File: config.mk
export PLATFORM = sky130hd
export DESIGN_NAME = sequenciador_entrada
export DESIGN_NICKNAME = d
export VERILOG_FILES = /design/src/rtl/ula_pkg.sv /design/src/rtl/filtro_botao.sv /design/src/rtl/sequenciador_entrada.sv
export SDC_FILE = /design/constraint.sdc
export NUM_CORES = 1
export LEC_CHECK = 0
export ABC_AREA = 0
export CORE_MARGIN = 4
export CORE_UTILIZATION = 30
export CTS_BUF_LIST = sky130_fd_sc_hd__clkbuf_4 sky130_fd_sc_hd__clkbuf_8 sky130_fd_sc_hd__clkbuf_16
export CTS_CLUSTER_SIZE = 24
export DETAILED_ROUTE_END_ITERATION = 12
export PLACE_DENSITY = 0.68
export SLEW_MARGIN = 20
export SYNTH_ARGS = -nofsm -noshare
export SYNTH_HDL_FRONTEND = slang
export SYNTH_HIERARCHICAL = 1
export SYNTH_SLANG_ARGS = --single-unit
export TNS_END_PERCENT = 10
File: constraint.sdc
create_clock -name clk -period 1.3 [get_ports clk]
set_input_delay 0.26 -clock clk [delete_from_list [all_inputs] [get_ports clk]]
set_output_delay 0.26 -clock clk [all_outputs]
set_load 0.05 [all_outputs]
File: src/rtl/ula_pkg.sv
// Shared definitions for the ULA front-end: state encoding and default widths.
package ula_pkg;

   localparam int LARGURA_PAD    = 8;
   localparam int LARGURA_OP_PAD = 3;

   // Entry sequence states; the encoding is visible on the estado port.
   typedef enum logic [1:0] {
      ESPERA_A  = 2'b00,
      ESPERA_B  = 2'b01,
      ESPERA_OP = 2'b10,
      EXECUTA   = 2'b11
   } estado_t;

endpackage

File: src/rtl/filtro_botao.sv
// Front-panel button conditioner: 2-flop synchroniser, stability counter and
// rising-edge detector. pulso_pressao is a registered one-cycle pulse on every
// accepted 0->1 change of the debounced level; releases produce nothing.
module filtro_botao #(
   parameter int DEBOUNCE_CICLOS = 4
) (
   input  logic clk,
   input  logic rst_n,
   input  logic botao_bruto,
   output logic pulso_pressao
);

   localparam int CW = $clog2(DEBOUNCE_CICLOS + 1);
   localparam logic [CW-1:0] CONT_MAX = CW'(DEBOUNCE_CICLOS - 1);

   logic          sinc1, sinc2;
   logic          nivel;
   logic [CW-1:0] cont;

   // Bring the raw asynchronous button into the clock domain.
   always_ff @(posedge clk or negedge rst_n) begin
      if (!rst_n) begin
         sinc1 <= 1'b0;
         sinc2 <= 1'b0;
      end else begin
         sinc1 <= botao_bruto;
         sinc2 <= sinc1;
      end
   end

   // Flip the level after DEBOUNCE_CICLOS consecutive differing samples; any agreement restarts the count.
   always_ff @(posedge clk or negedge rst_n) begin
      if (!rst_n) begin
         nivel         <= 1'b0;
         cont          <= '0;
         pulso_pressao <= 1'b0;
      end else begin
         pulso_pressao <= 1'b0;
         if (sinc2 != nivel) begin
            if (cont == CONT_MAX) begin
               nivel         <= sinc2;
               cont          <= '0;
               pulso_pressao <= sinc2;
            end else begin
               cont <= cont + 1'b1;
            end
         end else begin
            cont <= '0;
         end
      end
   end

endmodule

File: src/rtl/sequenciador_entrada.sv
// Entry sequencer between board switches/button and the ULA datapath.
// Latches A, B and the opcode on successive button presses, fires a one-cycle
// executar strobe and holds results until the ULA acknowledges with ula_pronto.
// Optional macro VALIDA_OPERACAO_EN: reject opcodes >= NUM_OPERACOES with a
// one-cycle erro_op pulse instead of starting execution.
module sequenciador_entrada
   import ula_pkg::*;
#(
   parameter int LARGURA         = LARGURA_PAD,
   parameter int LARGURA_OP      = LARGURA_OP_PAD,
   parameter int DEBOUNCE_CICLOS = 4,
   parameter int NUM_OPERACOES   = 6
) (
   input  logic                  clk,
   input  logic                  rst_n,
   input  logic [LARGURA-1:0]    entrada_numero,
   input  logic [LARGURA_OP-1:0] operacao,
   input  logic                  entrada_botao,
   input  logic                  cancelar,
   input  logic                  ula_pronto,
   output logic [LARGURA-1:0]    operando_a,
   output logic [LARGURA-1:0]    operando_b,
   output logic [LARGURA_OP-1:0] codigo_op,
   output logic                  executar,
   output logic [1:0]            estado,
   output logic                  ocupado,
   output logic                  resultado_valido,
   output logic                  erro_op
);

`ifdef VALIDA_OPERACAO_EN
   localparam logic VALIDA = 1'b1;
`else
   localparam logic VALIDA = 1'b0;
`endif

   // One extra bit so a limit of 2**LARGURA_OP still fits.
   localparam logic [LARGURA_OP:0] OP_LIMITE = NUM_OPERACOES[LARGURA_OP:0];

   estado_t st;
   logic    pressao;
   logic    op_invalida;

   filtro_botao #(
      .DEBOUNCE_CICLOS(DEBOUNCE_CICLOS)
   ) u_filtro (
      .clk          (clk),
      .rst_n        (rst_n),
      .botao_bruto  (entrada_botao),
      .pulso_pressao(pressao)
   );

   // Constant 0 when validation is compiled out, so erro_op never rises.
   assign op_invalida = VALIDA && ({1'b0, operacao} >= OP_LIMITE);
   assign estado      = st;

   // Entry FSM with registered outputs; cancelar overrides presses and ula_pronto.
   always_ff @(posedge clk or negedge rst_n) begin
      if (!rst_n) begin
         st               <= ESPERA_A;
         operando_a       <= '0;
         operando_b       <= '0;
         codigo_op        <= '0;
         executar         <= 1'b0;
         ocupado          <= 1'b0;
         resultado_valido <= 1'b0;
         erro_op          <= 1'b0;
      end else begin
         executar <= 1'b0;
         erro_op  <= 1'b0;
         if (cancelar) begin
            st               <= ESPERA_A;
            ocupado          <= 1'b0;
            resultado_valido <= 1'b0;
         end else begin
            case (st)
               ESPERA_A: if (pressao) begin
                  operando_a <= entrada_numero;
                  st         <= ESPERA_B;
               end
               ESPERA_B: if (pressao) begin
                  operando_b <= entrada_numero;
                  st         <= ESPERA_OP;
               end
               ESPERA_OP: if (pressao) begin
                  if (op_invalida) begin
                     erro_op <= 1'b1;
                  end else begin
                     codigo_op <= operacao;
                     st        <= EXECUTA;
                     executar  <= 1'b1;
                     ocupado   <= 1'b1;
                  end
               end
               EXECUTA: begin
                  // Presses are dropped while busy; ula_pronto only matters while busy.
                  if (ocupado) begin
                     if (ula_pronto) begin
                        ocupado          <= 1'b0;
                        resultado_valido <= 1'b1;
                     end
                  end else if (pressao && resultado_valido) begin
                     st               <= ESPERA_A;
                     resultado_valido <= 1'b0;
                  end
               end
               default: st <= ESPERA_A;
            endcase
         end
      end
   end

endmodule

==> run summary, run 1 <==
H-tree lvl count: 2
CTS sink cnt: 31
row count: 23
synth-to-layout area growth: 75.9%
slowest CP cell: dfrtp_2
DIE WIDTH: 73.4 µm
Seq/Total Area, Yosys: 60.5%
Core ar.: 0.00406 mm²
failing checks: setup timing
Synth Flop Type: dfrtp_1
Crit path required time: 1490 ps
Slew Viols, Final: 0
CTS root buf: clkbuf_8
area post-placement: 0.00207 mm²
crit-path max cell delay: 460 ps
Setup TNS Final: -769 ps
initial cell density of the core: 31.6%
Pre-antenna DRT Iters: 4
synth unique cells: 21
VDD IR max: 1.37 mV
Syn Inst Count: 90
Max Cap Violations: 0
vias in the first global route: 984
Post-synth EDFFs: 0
crit-path cells: inv_4, ha_4, nor4_4, a21oi_2, buf_4, mux2i_1
Die H: 73.4 µm
pin count of the biggest net entering global routing: 32
gpl congestion: 0.808
Final HPWL DP: 2120 µm
Worst-Skew Late Latency: 280 ps
post-route total power: 0.00406 W
# nets final: 168
Reg clk slew, reported paths: 60 ps
min setup slack post-route: -138 ps
Highest Clock Rate: 695 MHz
fin crit period: 1440 ps
CTS tree: built
GRT overflow: 0
Max FO, Critical Path: 5
Finished Cell Area: 0.00225 mm²
# hold bufs at CTS: 0
ant diodes: 0
Final Hold Fails: 0
DRC Markers: 0
commonest cells after routing, fill and taps aside: 29 x dfrtp_1, 25 x buf_12, 20 x mux2_2
Mapped Avg Cell Area: 14.2 µm²
Mapped Area: 0.00128 mm²
vias: 896
Via density: 4.53
Final setup violation count: 15
initial antenna violation count: 0
asr flop ratio synth: 100%
syn nets: 111
Ports: 41
most common cell after layout, fill and taps aside: dfrtp_1
# fillers: 305
Routed WL: 2820 µm
kind of critical path: flip-flop to flip-flop
CP Launch Type: flip-flop
RSZ-0062 raised after global routing: true
total die area: 0.00538 mm²
fraction of layout cells with a size suffix above 1: 54.7%
FF+latch count, synth: 31
I/O Buffers: 39
CTS max path bufs: 2
Place WS: -373 ps
Worst Skew: 5.10 ps
cell leakage power: 1.03 nW
ANT nets after route: 0
first-pass GRT wire length: 4610 µm
post-route clock period utilization: 111%
CP Capture Type: flip-flop
outcome: finished with violations
warnings from Yosys: 6
Worst Path Arrival: 1630 ps
gr usage total: 11.5%
worst min path class: primary input to asynchronous set/reset pin
drt initial violations: 11
DR WL/cell: 14.3 µm
CTS Buf Count: 5
PD cells: 1800 mW/mm²
fin util: 55.5%
==> layout make-up <==
class / count / area (µm²) / area share, %
Clock buffer: 8 / 104 / 4.61
Tap cell: 50 / 62.6 / 2.78
Multi-Input combinational cell: 53 / 556 / 24.7
Inverter: 5 / 21.3 / 0.944
Sequential cell: 31 / 778 / 34.5
Timing Repair Buffer: 51 / 732 / 32.5
==> cells by family after synthesis <==
kind of cell,Yosys count,share of synthesized area (%)
flip-flops,31,60.5
multiplexers,23,20.0
XOR/XNOR,1,0.684
buffers and inverters,6,2.05
AND/OR/NAND/NOR,18,9.37
AO/OA/AOI/OAI,5,2.15
other,1,0.293
adder cells (fa/ha/maj),5,4.88
==> power breakdown <==
| group | switching [W] | internal (W) | total, W |
|---|---|---|---|
| logic | 0.000868 | 0.000969 | 0.00184 |
| registers | 0.000219 | 0.00117 | 0.00139 |
| clock network | 0.000335 | 0.000503 | 0.000838 |
==> critical path, delay by kind of cell, from the launching register on <==
family | cells | cell delay, ps
DFF | 1 | 460
and+or+nand+nor | 1 | 270
AOI/OAI and AO/OA | 1 | 70
adders and majority gates | 1 | 180
muxes | 1 | 170
buffers and inverters | 2 | 210
==> sequential cells by signal, summed over array words and instances (netlist names) <==
name and cells:
operando_a 8, u_filtro/nivel 1, estado 2, u_filtro/sinc2 1, resultado_valido 1, u_filtro/pulso_pressao 1
u_filtro/sinc1 1, codigo_op 3, ocupado 1, executar 1, u_filtro/cont 3, operando_b 8
==> path summary, 6_finish.rpt <==
path	startpoint	to	slack [ps]	cells after the start
worst min-delay path	rst_n	operando_a[2]$_DFFE_PN0P_	330	2
worst max register to register	estado[0]$_DFFE_PN0P_	estado[1]$_DFFE_PN0P_	-140	6
worst min register to register	u_filtro/sinc1$_DFF_PN0_	u_filtro/sinc2$_DFF_PN0_	350	0
min in group clk	u_filtro/sinc1$_DFF_PN0_	u_filtro/sinc2$_DFF_PN0_	350	0
max in group asynchronous	rst_n	estado[0]$_DFFE_PN0P_	770	2
worst max-delay path	estado[0]$_DFFE_PN0P_	estado[1]$_DFFE_PN0P_	-140	6
==> metrics by stage <==
step	cells	hold slack (ps)
after floorplan	90	-35.6
after global routing	198	339
final	198	335
after CTS	196	338
after global placement	187	333
after detailed placement	187	335
==> cells in the mapped netlist, types with 2 or more instances <==
master / instances / area, µm²
nand2_2: 2 / 12.5
nor2_1: 4 / 15.0
nand2b_1: 2 / 12.5
nor2b_4: 2 / 27.5
inv_1: 5 / 18.8
dfrtp_1: 31 / 776
mux2i_1: 2 / 20.0
ha_1: 5 / 62.6
a21oi_1: 3 / 15.0
mux2_2: 21 / 236
nand2_1: 3 / 11.3
==> routing by layer <==
metal | global-route usage (%) | up-vias | share of wire [%]
met3 | 4.24 | 6 | 4.6
met5 | 0 | - | 0
met4 | 5.43 | 0 | 2.0
met2 | 18.6 | 22 | 55
li1 | - | 413 | -
met1 | 13.4 | 455 | 38
==> timing repair <==
action                                  CTS  global route
resized for setup                         6             5
endpoints found under the setup margin   23            24
setup buffers                             1             2
Power figures use the tool's default switching activity.
==> run 2, diff against run 1 <==
--- a/config.mk
+++ b/config.mk
@@ -6,9 +6,10 @@
 export NUM_CORES = 1
 export LEC_CHECK = 0
 export ABC_AREA = 0
+export CORE_ASPECT_RATIO = 1.4
 export CORE_MARGIN = 4
 export CORE_UTILIZATION = 30
-export CTS_BUF_LIST = sky130_fd_sc_hd__clkbuf_4 sky130_fd_sc_hd__clkbuf_8 sky130_fd_sc_hd__clkbuf_16
+export CTS_BUF_LIST = sky130_fd_sc_hd__clkbuf_8
 export CTS_CLUSTER_SIZE = 24
 export DETAILED_ROUTE_END_ITERATION = 12
 export PLACE_DENSITY = 0.68
==> run 2 against run 1 <==
  * The flow still finishes with violations (setup timing)
  * Via count decreased by 0.56%
  * Combinational power decreased by 3%
  * Fmax increased by 1.1%
  * Core utilization increased by 0.49 points
  * Clock-buffer cell count decreased by 1
  * Die area increased by 0.28%
  * Cell count decreased by 4.5%
  * Global-route usage increased by 0.48 points
==> run summary, run 2 (synthesized netlist as in run 1, its figures left out) <==
outcome: finished with violations
failing checks: setup timing
H-tree lvl count: 2
RSZ-0062 raised after global routing: true
initial cell density of the core: 31.9%
row count: 27
met3 WL: 223 µm
Reg clk slew, reported paths: 60 ps
first-pass GRT wire length: 4840 µm
ANT nets after route: 0
Core ar.: 0.00402 mm²
Switching Fraction: 35.5%
gpl congestion: 0.692
CTS Buf Count: 5
Clk pwr share: 20.9%
Ports: 41
Final HPWL DP: 2000 µm
ant diodes: 0
Max FO, Critical Path: 4
GRT overflow: 0
Finished Cell Area: 0.00225 mm²
CTS max path bufs: 2
Highest Clock Rate: 703 MHz
Max Cap Violations: 0
DRC Markers: 0
Slew Viols, Final: 0
commonest cells after routing, fill and taps aside: 29 x dfrtp_1, 25 x buf_12, 18 x mux2_2
DIE WIDTH: 63.2 µm
Worst Path Arrival: 1590 ps
post-route total power: 0.00401 W
NetSw: 0.00142 W
# hold bufs at CTS: 0
DR WL met2: 1460 µm
CTS sink cnt: 31
top sig layer: met4
area post-placement: 0.00206 mm²
combinational power share: 44.5%
post-route clock period utilization: 109%
CP Capture Type: flip-flop
fin util: 56.0%
fraction of layout cells with a size suffix above 1: 54.8%
CTS root buf: clkbuf_8
Final setup violation count: 7
gr usage total: 11.9%
Worst Skew: 2.78 ps
initial antenna violation count: 0
# nets final: 166
min setup slack post-route: -122 ps
Crit path required time: 1470 ps
Final Hold Fails: 0
DRT met1 WL: 1080 µm
fin crit period: 1420 ps
P_int: 0.00259 W
most common cell after layout, fill and taps aside: dfrtp_1
Worst-Skew Late Latency: 280 ps
VDD IR max: 1.13 mV
vias: 891
CTS tree: built
leading registers by flop count: operando_a x8, operando_b x8
Routed WL: 2810 µm
PD cells: 1780 mW/mm²
DR WL/cell: 14.9 µm
vias in the first global route: 1003
Reg power frac: 34.5%
synth-to-layout area growth: 75.8%
total die area: 0.00540 mm²
drt initial violations: 19
worst min path class: primary input to asynchronous set/reset pin
pin count of the biggest net entering global routing: 32
I/O Buffers: 39
Die H: 85.3 µm
cell leakage power: 1.05 nW
CP Launch Type: flip-flop
Via density: 4.71
Pre-antenna DRT Iters: 2
kind of critical path: flip-flop to flip-flop
==> run 2: repair_timing <==
item                                    in CTS  in global routing
gates resized for setup                     12                  3
buffers inserted                             2                  0
pin swaps                                    1                  0
endpoints found under the setup margin      23                 24
==> run 2: final cells by class <==
type                       instances  area [µm²]
fill                             333        1770
sequential                        31         778
timing repair buffer              49         718
multi-input combinational         53         577
clock buffer                       7        96.3
tap                               43        53.8
inverter                           5        21.3
clock inverter                     1        7.51
==> run 2: per-stage QoR <==
stage,worst slack (ps),instances,hold WS (ps),setup TNS (ps)
finish,-122,189,333,-372
global route,-190,189,342,-1260
CTS,-115,189,327,-858
detailed placement,-253,179,344,-4650
global placement,-236,179,335,-4310
floorplan,-256,90,-35.6,-3230
==> run 2: worst max-delay path, stage by stage, from the launching register on <==
cell and delay [ps]:
dfrtp_2 460, inv_4 70, ha_4 170, nor4_4 270, a21oi_2 70, mux2_2 270
==> run 2: worst paths after layout <==
check	start	end	slack (ps)	depth (start not counted)
worst max-delay path	estado[0]$_DFFE_PN0P_	estado[0]$_DFFE_PN0P_	-120	5
worst min-delay path	rst_n	u_filtro/sinc2$_DFF_PN0_	330	2
worst max register to register	estado[0]$_DFFE_PN0P_	estado[0]$_DFFE_PN0P_	-120	5
worst min register to register	u_filtro/sinc1$_DFF_PN0_	u_filtro/sinc2$_DFF_PN0_	360	0
max in group asynchronous	rst_n	estado[1]$_DFFE_PN0P_	790	2
min in group clk	u_filtro/sinc1$_DFF_PN0_	u_filtro/sinc2$_DFF_PN0_	360	0
==> run 2: routing by layer <==
layer  track usage [%]  vias up
li1                  -      414
met1              12.7      439
met2              20.1       33
met3              6.36        5
met4              4.13        0
met5                 0        -
==> run 2: power by group through the flow <==
| stage | combinational [W] | clock, W | sequential [W] |
|---|---|---|---|
| floorplan | 0.000325 | 0 | 0.00184 |
| global placement | 0.00167 | 0 | 0.00139 |
| detailed placement | 0.00169 | 0 | 0.00140 |
| CTS | 0.00177 | 0.000870 | 0.00139 |
| global route | 0.00187 | 0.000908 | 0.00142 |
| finish | 0.00179 | 0.000839 | 0.00139 |
